<file path="config.mk">
export PLATFORM = sky130hd
export DESIGN_NAME = ppi_port_a_mode1_flat
export DESIGN_NICKNAME = d
export VERILOG_FILES = /design/src/rtl/ppi_pkg.sv /design/src/rtl/ppi_port_a_mode1_if.sv /design/src/rtl/ppi_hs_sync.sv /design/src/rtl/ppi_port_a_mode1.sv /design/src/flat_wrapper.sv
export SDC_FILE = /design/constraint.sdc
export NUM_CORES = 1
export LEC_CHECK = 0
export BUFFER_PORTS_ARGS = -buffer_cell sky130_fd_sc_hd__buf_2
export CORE_MARGIN = 2
export CORE_UTILIZATION = 48
export DETAILED_ROUTE_END_ITERATION = 16
export PLACE_DENSITY_LB_ADDON = 0.3
export SETUP_SLACK_MARGIN = 0.2
export SYNTH_ARGS = -nofsm -noshare
export SYNTH_HDL_FRONTEND = slang
export SYNTH_SLANG_ARGS = --single-unit
</file>
<file path="constraint.sdc">
create_clock -name clk -period 3.3 [get_ports clk]
set_input_delay 0.33 -clock clk [delete_from_list [all_inputs] [get_ports clk]]
set_output_delay 0.33 -clock clk [all_outputs]
set_load 0.02 [all_outputs]
</file>
<file path="src/rtl/ppi_pkg.sv">
// Shared types and constants for the 8255-style port A mode 1 slice.
// Holds the input/output handshake FSM state encodings and the port C
// bit positions that carry the mode 1 handshake lines.
package ppi_pkg;

    // Strobed-input side: latch empty or holding a byte for the CPU
    typedef enum logic {
        EMPTY = 1'b0,
        FULL  = 1'b1
    } in_state_t;

    // Strobed-output side: idle, byte pending for peripheral, acknowledged
    typedef enum logic [1:0] {
        IDLE = 2'd0,
        PEND = 2'd1,
        ACKD = 2'd2
    } out_state_t;

    // Port C bit positions used by port A in mode 1
    localparam int PC3 = 3;  // INTR
    localparam int PC4 = 4;  // STB_n
    localparam int PC5 = 5;  // IBF
    localparam int PC6 = 6;  // ACK_n
    localparam int PC7 = 7;  // OBF_n

endpackage

</file>
<file path="src/rtl/ppi_port_a_mode1_if.sv">
// Bus bundle between the CPU/peripheral side and ppi_port_a_mode1.
// The slave modport is the port block's view; master is the environment.
// Optional build macro affecting the block behind this bundle: PPI_HS_SYNC_EN.
interface ppi_port_a_mode1_if #(
    parameter int DATA_W = 8
);
    logic              mode_out;
    logic              inte_set;
    logic              inte_clr;
    logic              cpu_wr;
    logic [DATA_W-1:0] cpu_wdata;
    logic              cpu_rd;
    logic [DATA_W-1:0] cpu_rdata;
    logic [DATA_W-1:0] pa_in;
    logic [DATA_W-1:0] pa_out;
    logic              pa_oe;
    logic              stb_n;
    logic              ack_n;
    logic              ibf;
    logic              obf_n;
    logic              intr;
    logic              ovr;

    modport slave (
        input  mode_out, inte_set, inte_clr, cpu_wr, cpu_wdata, cpu_rd,
               pa_in, stb_n, ack_n,
        output cpu_rdata, pa_out, pa_oe, ibf, obf_n, intr, ovr
    );

    modport master (
        output mode_out, inte_set, inte_clr, cpu_wr, cpu_wdata, cpu_rd,
               pa_in, stb_n, ack_n,
        input  cpu_rdata, pa_out, pa_oe, ibf, obf_n, intr, ovr
    );
endinterface

</file>
<file path="src/rtl/ppi_hs_sync.sv">
// Handshake pin conditioner: optional 2-flop synchronizer followed by an
// edge-detect register. Fall/rise pulses are valid in the cycle where the
// registered copy is about to change, so the consuming FSM updates on the
// same clock edge that captures the new level.
// Build macro: PPI_HS_SYNC_EN (adds the synchronizer, 3 clk pin-to-response).
module ppi_hs_sync (
    input  logic clk,
    input  logic reset,
    input  logic i_pin_n,
    output logic o_fall,
    output logic o_rise
);

`ifdef PPI_HS_SYNC_EN
    // Edges stay masked until the synchronizer holds a real pin sample
    localparam int ARM_LEN = 3;

    logic r_meta;
    logic r_sync;
    logic w_sampled;

    // Two-stage synchronizer, parked high (pin idle level) in reset
    always_ff @(posedge clk) begin
        if (reset) begin
            r_meta <= 1'b1;
            r_sync <= 1'b1;
        end else begin
            r_meta <= i_pin_n;
            r_sync <= r_meta;
        end
    end

    assign w_sampled = r_sync;
`else
    // Only the very first cycle after reset is masked
    localparam int ARM_LEN = 1;

    logic w_sampled;

    assign w_sampled = i_pin_n;
`endif

    logic               r_q;
    logic [ARM_LEN-1:0] r_arm;
    logic               w_armed;

    // Edge-detect register plus arm shifter that blocks edges right after reset
    always_ff @(posedge clk) begin
        if (reset) begin
            r_q   <= 1'b1;
            r_arm <= '0;
        end else begin
            r_q   <= w_sampled;
            r_arm <= (r_arm << 1) | ARM_LEN'(1);
        end
    end

    assign w_armed = r_arm[ARM_LEN-1];
    assign o_fall  = w_armed &  r_q & ~w_sampled;
    assign o_rise  = w_armed & ~r_q &  w_sampled;

endmodule

</file>
<file path="src/rtl/ppi_port_a_mode1.sv">
// 8255-style port A in mode 1: strobed input (STB_n/IBF) or strobed
// output (OBF_n/ACK_n), chosen statically by mode_out, with a shared
// interrupt line gated by the INTE flag and a sticky input overrun flag.
// Build macro: PPI_HS_SYNC_EN (synchronize STB_n/ACK_n before edge detect).
module ppi_port_a_mode1
    import ppi_pkg::*;
#(
    parameter int DATA_W     = 8,
    parameter bit INTR_RESET = 1'b0
) (
    input  logic               clk,
    input  logic               reset,
    ppi_port_a_mode1_if.slave  bus
);

    logic              w_stb_fall;
    logic              w_stb_rise;
    logic              w_ack_fall;
    logic              w_ack_rise;

    logic              r_inte;
    in_state_t         r_in_state;
    out_state_t        r_out_state;
    logic [DATA_W-1:0] r_rdata;
    logic [DATA_W-1:0] r_pa_out;
    logic              r_ibf;
    logic              r_obf_n;
    logic              r_intr;
    logic              r_ovr;

    ppi_hs_sync u_stb_sync (
        .clk     (clk),
        .reset   (reset),
        .i_pin_n (bus.stb_n),
        .o_fall  (w_stb_fall),
        .o_rise  (w_stb_rise)
    );

    ppi_hs_sync u_ack_sync (
        .clk     (clk),
        .reset   (reset),
        .i_pin_n (bus.ack_n),
        .o_fall  (w_ack_fall),
        .o_rise  (w_ack_rise)
    );

    // Interrupt enable flag written by BSR pulses; clear beats set
    always_ff @(posedge clk) begin
        if (reset) begin
            r_inte <= INTR_RESET;
        end else if (bus.inte_clr) begin
            r_inte <= 1'b0;
        end else if (bus.inte_set) begin
            r_inte <= 1'b1;
        end
    end

    // Handshake FSMs; only the side selected by mode_out advances
    always_ff @(posedge clk) begin
        if (reset) begin
            r_in_state  <= EMPTY;
            r_out_state <= IDLE;
            r_rdata     <= '0;
            r_pa_out    <= '0;
            r_ibf       <= 1'b0;
            r_obf_n     <= 1'b1;
            r_intr      <= 1'b0;
            r_ovr       <= 1'b0;
        end else begin
            if (!bus.mode_out) begin
                case (r_in_state)
                    EMPTY: begin
                        if (w_stb_fall) begin
                            r_rdata    <= bus.pa_in;
                            r_ibf      <= 1'b1;
                            r_in_state <= FULL;
                        end
                    end
                    FULL: begin
                        if (w_stb_fall) begin
                            r_ovr <= 1'b1;
                        end
                        if (bus.cpu_rd) begin
                            r_ibf      <= 1'b0;
                            r_intr     <= 1'b0;
                            r_in_state <= EMPTY;
                        end else if (w_stb_rise) begin
                            r_intr <= r_inte;
                        end
                    end
                    default: begin
                        r_in_state <= EMPTY;
                    end
                endcase
            end else begin
                if (bus.cpu_wr) begin
                    r_pa_out    <= bus.cpu_wdata;
                    r_obf_n     <= 1'b0;
                    r_intr      <= 1'b0;
                    r_out_state <= PEND;
                end else begin
                    case (r_out_state)
                        IDLE: begin
                        end
                        PEND: begin
                            if (w_ack_fall) begin
                                r_obf_n     <= 1'b1;
                                r_out_state <= ACKD;
                            end
                        end
                        ACKD: begin
                            if (w_ack_rise) begin
                                r_intr      <= r_inte;
                                r_out_state <= IDLE;
                            end
                        end
                        default: begin
                            r_out_state <= IDLE;
                        end
                    endcase
                end
            end
            if (bus.inte_clr) begin
                r_intr <= 1'b0;
            end
        end
    end

    assign bus.pa_oe     = bus.mode_out;
    assign bus.cpu_rdata = r_rdata;
    assign bus.pa_out    = r_pa_out;
    assign bus.ibf       = r_ibf;
    assign bus.obf_n     = r_obf_n;
    assign bus.intr      = r_intr;
    assign bus.ovr       = r_ovr;

endmodule

</file>
<file path="src/flat_wrapper.sv">
// flat-port wrapper written by rule: the top's interface ports become plain ports
module ppi_port_a_mode1_flat import ppi_pkg::*;
#(
    parameter int DATA_W     = 8,
    parameter bit INTR_RESET = 1'b0
)
  (clk, reset, bus_mode_out, bus_inte_set, bus_inte_clr, bus_cpu_wr, bus_cpu_wdata, bus_cpu_rd, bus_pa_in, bus_stb_n, bus_ack_n, bus_cpu_rdata, bus_pa_out, bus_pa_oe, bus_ibf, bus_obf_n, bus_intr, bus_ovr);
  ppi_port_a_mode1_if #(.DATA_W(DATA_W)) bus_i ();
  input  logic clk;
  input  logic reset;
  input wire logic [$bits(bus_i.mode_out)-1:0] bus_mode_out;
  input wire logic [$bits(bus_i.inte_set)-1:0] bus_inte_set;
  input wire logic [$bits(bus_i.inte_clr)-1:0] bus_inte_clr;
  input wire logic [$bits(bus_i.cpu_wr)-1:0] bus_cpu_wr;
  input wire logic [$bits(bus_i.cpu_wdata)-1:0] bus_cpu_wdata;
  input wire logic [$bits(bus_i.cpu_rd)-1:0] bus_cpu_rd;
  input wire logic [$bits(bus_i.pa_in)-1:0] bus_pa_in;
  input wire logic [$bits(bus_i.stb_n)-1:0] bus_stb_n;
  input wire logic [$bits(bus_i.ack_n)-1:0] bus_ack_n;
  output wire logic [$bits(bus_i.cpu_rdata)-1:0] bus_cpu_rdata;
  output wire logic [$bits(bus_i.pa_out)-1:0] bus_pa_out;
  output wire logic [$bits(bus_i.pa_oe)-1:0] bus_pa_oe;
  output wire logic [$bits(bus_i.ibf)-1:0] bus_ibf;
  output wire logic [$bits(bus_i.obf_n)-1:0] bus_obf_n;
  output wire logic [$bits(bus_i.intr)-1:0] bus_intr;
  output wire logic [$bits(bus_i.ovr)-1:0] bus_ovr;
  assign bus_i.mode_out = bus_mode_out;
  assign bus_i.inte_set = bus_inte_set;
  assign bus_i.inte_clr = bus_inte_clr;
  assign bus_i.cpu_wr = bus_cpu_wr;
  assign bus_i.cpu_wdata = bus_cpu_wdata;
  assign bus_i.cpu_rd = bus_cpu_rd;
  assign bus_i.pa_in = bus_pa_in;
  assign bus_i.stb_n = bus_stb_n;
  assign bus_i.ack_n = bus_ack_n;
  assign bus_cpu_rdata = bus_i.cpu_rdata;
  assign bus_pa_out = bus_i.pa_out;
  assign bus_pa_oe = bus_i.pa_oe;
  assign bus_ibf = bus_i.ibf;
  assign bus_obf_n = bus_i.obf_n;
  assign bus_intr = bus_i.intr;
  assign bus_ovr = bus_i.ovr;
  ppi_port_a_mode1 #(.DATA_W(DATA_W), .INTR_RESET(INTR_RESET)) u_core (.clk(clk), .reset(reset), .bus(bus_i));
endmodule
</file>
======== Yosys cells after proc, flatten, opt, wreduce, memory -nomap -nowiden ========
Cells that the tools add are included.
operators by class
  muxes and demuxes ....................... 21
  reduce and logical (&&, ||, !) cells .... 13
  bitwise gates (word level) .............. 14
  equality and inequality tests ........... 9
operators with widths
  kind                                                   number
  two-way mux 1 bit                                      15
  AND reduction 3 bit                                    4
  bitwise AND 1 bit                                      8
  AND reduction 4 bit                                    2
  two-way mux 2 bit                                      3
  inequality test 2 bit, second input constant           3
  inequality test 3 x 1 -> 1 bit, second input constant  2
  inequality test 3 bit, second input constant           2
  NOT 1 bit                                              6
  one-hot mux 2 bit (3 select lines)                     1
  nonzero test 2 bit                                     3
  one-hot mux 1 bit (2 select lines)                     2
  nonzero test 3 bit                                     1
  equality test 2 x 1 -> 1 bit, second input constant    1
  equality test 2 bit, second input constant             1
  logical NOT 2 bit                                      1
  AND reduction 2 bit                                    1
  OR reduction 2 bit                                     1
word-level totals
  input port bits ......................... 25
  logic and storage cells ................. 69
  output and inout port bits .............. 21
  register bits ........................... 27

======== Logic depth before layout (Yosys ltp) ========
  word-level depth ........................ 7
  depth in mapped cells ................... 5
  depth with buffers taken out ............ 4

======== By module ========
From an unflattened synthesis, not the netlist that was laid out.
second synthesis, totals
  cell total of the unflattened synthesis .. 113
  area total of the unflattened synthesis .. 1063.5 um^2
by module, submodules not included
  module            cells each  times used  area each (um^2)
  ppi_port_a_mode1  101         1           923.4
  ppi_hs_sync       6           2           70.1

======== Worst setup path before layout ========
Ideal clock, no wire load.
  path kind ............................... register -> register
  start point ............................. reg u_core.r_out_state[0]
  end point ............................... reg u_core.r_intr, in the netlist u_core.bus.intr
  arrival ................................. 1.480 ns
  path slack .............................. 1.717 ns
  cell stages (with the launch flop) ...... 5
  path buffers ............................ 0
  clock period less this slack ............ 1.583 ns
  path through ............................ dfxtp_1 nand4b_1 or4b_1 a21o_1 a2111oi_2
on the way
  longest elaborated chain between the ends .. 3
ends and longest elaborated chain
  item                                      line                     text
  start: declaration                        ppi_port_a_mode1.sv:23   out_state_t r_out_state;
  start signal: assignment                  ppi_port_a_mode1.sv:62   r_out_state <= IDLE;
  start signal: assignment                  ppi_port_a_mode1.sv:100  r_out_state <= PEND;
  start signal: assignment                  ppi_port_a_mode1.sv:108  r_out_state <= ACKD;
  equality test 2 bit                       ppi_port_a_mode1.sv:102  case (r_out_state)
  inequality test 3 x 1 -> 1 bit (no line)  --
  AND reduction 4 bit (no line)             --
  end signal: assignment                    ppi_port_a_mode1.sv:88   r_intr <= r_inte;
  end signal: assignment                    ppi_port_a_mode1.sv:113  r_intr <= r_inte;
  end: declaration                          ppi_port_a_mode1.sv:28   logic r_intr;
Every way passes these cells.
A chain may end at the register's enable or synchronous reset.

======== Worst setup path after layout ========
  start point ............................. reg u_core.u_stb_sync.r_arm
  end point ............................... reg u_core.r_rdata[7], in the netlist u_core.bus.cpu_rdata[7]
on the way
  longest elaborated chain between the ends .. 3
ends and longest elaborated chain
  item                            line                    text
  start: declaration              ppi_hs_sync.sv:44       logic [ARM_LEN-1:0] r_arm;
  start signal: assignment        ppi_hs_sync.sv:54       r_arm <= (r_arm << 1) | ARM_LEN'(1);
  bitwise AND 1 bit (2 in a row)  ppi_hs_sync.sv:59       assign o_fall = w_armed & r_q & ~w_sampled;
  AND reduction 3 bit (no line)   --
  end signal: assignment          ppi_port_a_mode1.sv:74  r_rdata <= bus.pa_in;
  end: declaration                ppi_port_a_mode1.sv:24  logic [DATA_W-1:0] r_rdata;
Every way passes these cells.

==> flow_summary.toml <==
[cts]
clock_sinks = 27
clk_pin_slew_ps = 130
tritoncts.num_buffers = 3
postCtsSetupBuffers = 0
cts_tree = "done"
hold_buffers = 0
ctsResizeCount = 0
ctsLongestPathBuffers = 2
h-tree-depth = 1
clk_latency_ps = 310
root_buffer = "clkbuf_4"

[route]
drc = 0
drt_wl_total_um = 2040
drt-initial-drc-count = 10
avgViaCountPerCell = 4.92
wire_per_inst_um = 11.0
via_count = 910
first_pass_iters = 4
drtAntennaViolNets = 0

[worst_setup_path]
worst_path_largest_cell_delay_ps = 720
worstPathCellList = "and4bb_2 -> nor2b_1 -> mux2i_1 -> nor2_1"
r2r_start = "u_core.u_stb_sync.r_arm"
crit_path_start_kind = "flip-flop"
cp_max_fo = 9
critPathKind = "flip-flop to flip-flop"
cp-end-kind = "flip-flop"
required_ps = 3500
critPathSlowestCell = "nor2b_1"
arrival_ps = 2060
cp-startpoint = "u_core.u_stb_sync.r_arm"

[global_route]
antenna_found_initial = 0
overflow = 0
track_usage = 0.172
grt_max_degree = 26
grt_pass1_wl_um = 3420
grt_pass1_vias = 822

[sta]
fmax_mhz = 537
hold_violations = 0
fin_worst_skew_ps = 2.05
rsz0062_at_grt = "no"
drv_slew = 0
min_period_ps = 1860
slew_headroom = 0.398
whs_ps = 199
setup_viol = 0
finalSetupTns_ps = 0
finalCritPeriodShare = 0.564
tightest_slew_ps = 901
worst_slack_ps = 1440

[cells_and_area]
diodes = 0
layout-drive-gt1-share = 0.335
layout.cells.non_filler = 185
nets = 184
area_growth_pct = 25.3

[yosys]
ys_seq_area_frac = 0.524
synth.area.top_cells = "dfxtp_1, mux2i_1, nand2_1, a21oi_1, nor2_1"
synth.avg_cell_area_um2 = 9.05
ys.flop_type = "dfxtp_1"
synth_top_cell_by_area = "dfxtp_1"
yosysWarnings = 0
synth_top_area_share = 0.524
synth_cell_types = 25
ys_seq_elements = 27
synth-edff-count = 0
syn_nets = 139
netlist_instances = 114
synth.most_common_cell = "dfxtp_1"
syn_area_um2 = 1030
yosys-top-cells-count = "dfxtp_1, nand2_1, a21oi_1, nor2_1, mux2i_1"
synthArstFlopShare = 0

[pwr]
switchingPower_uw = 135
power.internal_uw = 417
switching_share = 0.245
power.clock.fraction = 0.240
seqPwrFrac = 0.630
irDropWorstVdd_mv = 0.298
p_total_uw = 552
p_comb_frac = 0.130
p_per_area_nw_per_um2 = 427
p_leak_uw = 0.000607

[placement]
portBuffers = 45
dp_slack_ps = 1280
dp_hpwl_um = 1530
gp_routability_congestion = 0.732
dp_cells = 181

[floorplan]
die_x_um = 50.4
initial_utilization = 0.516
dieArea_um2 = 2540
die_h_um = 50.4
core_area_um2 = 2000
ioPinCount = 46
row_count = 16

[min_path]
hold_class = "input port to flip-flop"
min_from = "bus_inte_clr"

[status]
status = "finished, final reports clean"

[run]
drv_cap = 0
layout make-up:
cell class / instances / area (um2)
inverters: 3 / 11.3
multi-input cells: 79 / 457
flip-flops and latches: 27 / 541
well taps: 27 / 33.8
repair buffers: 45 / 225
fillers: 183 / 708
clock buffers: 4 / 26.3
worst max-delay path: cells and delay by family, from the launching register on:
kind | cells | cell delay (ps)
multiplexers | 1 | 270
AND/OR/NAND/NOR | 3 | 1040
flip-flops | 1 | 440
placed cells by master (no fill, tap or decap), types with 2 or more instances in the layout:
master,instances
nand4b_1,3
o21ai_0,5
clkbuf_4,3
nand2_1,21
nor2_1,13
nor2b_1,2
inv_1,3
dfxtp_1,27
mux2i_1,8
buf_2,45
a21oi_1,13
or2_2,2
logic make-up (layout without fill, tap and decap cells):
logic type | Yosys count | count (layout) | synth area share
buf+inv | 8 | 52 | 0.0339
simple gates | 48 | 48 | 0.229
flops | 27 | 27 | 0.524
mux | 8 | 8 | 0.0776
compound gates | 23 | 23 | 0.136
registers in the layout, indices dropped and copies added, names as in the netlist:
| signal | flops |
|---|---|
| u_core.u_stb_sync.r_arm | 1 |
| u_core.bus.intr | 1 |
| u_core.bus.obf_n | 1 |
| u_core.u_ack_sync.r_q | 1 |
| u_core.bus.ibf | 1 |
| u_core.r_out_state | 2 |
| u_core.r_inte | 1 |
| u_core.bus.pa_out | 8 |
| u_core.r_in_state | 1 |
| u_core.u_stb_sync.r_q | 1 |
| u_core.bus.cpu_rdata | 8 |
| u_core.bus.ovr | 1 |
per-layer routing:
| metal | vias up | global-route usage | part of all wire |
|---|---|---|---|
| met1 | 403 | 0.227 | 0.48 |
| met2 | 27 | 0.281 | 0.45 |
| met4 | 0 | 0.0541 | 0.0049 |
| met3 | 2 | 0.0357 | 0.067 |
| li1 | 478 | - | - |
| met5 | - | 0 | 0 |
path summary, 6_finish.rpt:
check / to / slack [ps] / depth (start not counted)
setup / recovery: u_core.bus.cpu_rdata[7] / 1440 / 4
hold / removal: u_core.bus.intr / 200 / 2
setup reg to reg: u_core.bus.cpu_rdata[7] / 1440 / 4
hold reg to reg: u_core.bus.pa_out[0] / 460 / 2
through the flow:
| step | util | area, um2 |
|---|---|---|
| 2_1_floorplan | - | 1030 |
| 3_3_place_gp | 0.633 | 1270 |
| 3_5_place_dp | 0.633 | 1270 |
| 4_1_cts | 0.646 | 1290 |
| 5_1_grt | 0.646 | 1290 |
| 6_report | 0.646 | 1290 |
power by group through the flow:
stage | combinational, uW | clock [uW] | sequential [uW]
2_1_floorplan | 30.4 | 0 | 365
3_3_place_gp | 71.0 | 0 | 355
3_5_place_dp | 72.4 | 0 | 355
4_1_cts | 72.4 | 140 | 348
5_1_grt | 79.4 | 152 | 350
6_report | 71.6 | 133 | 348
Note: power is estimated with default switching activity, not from simulation.
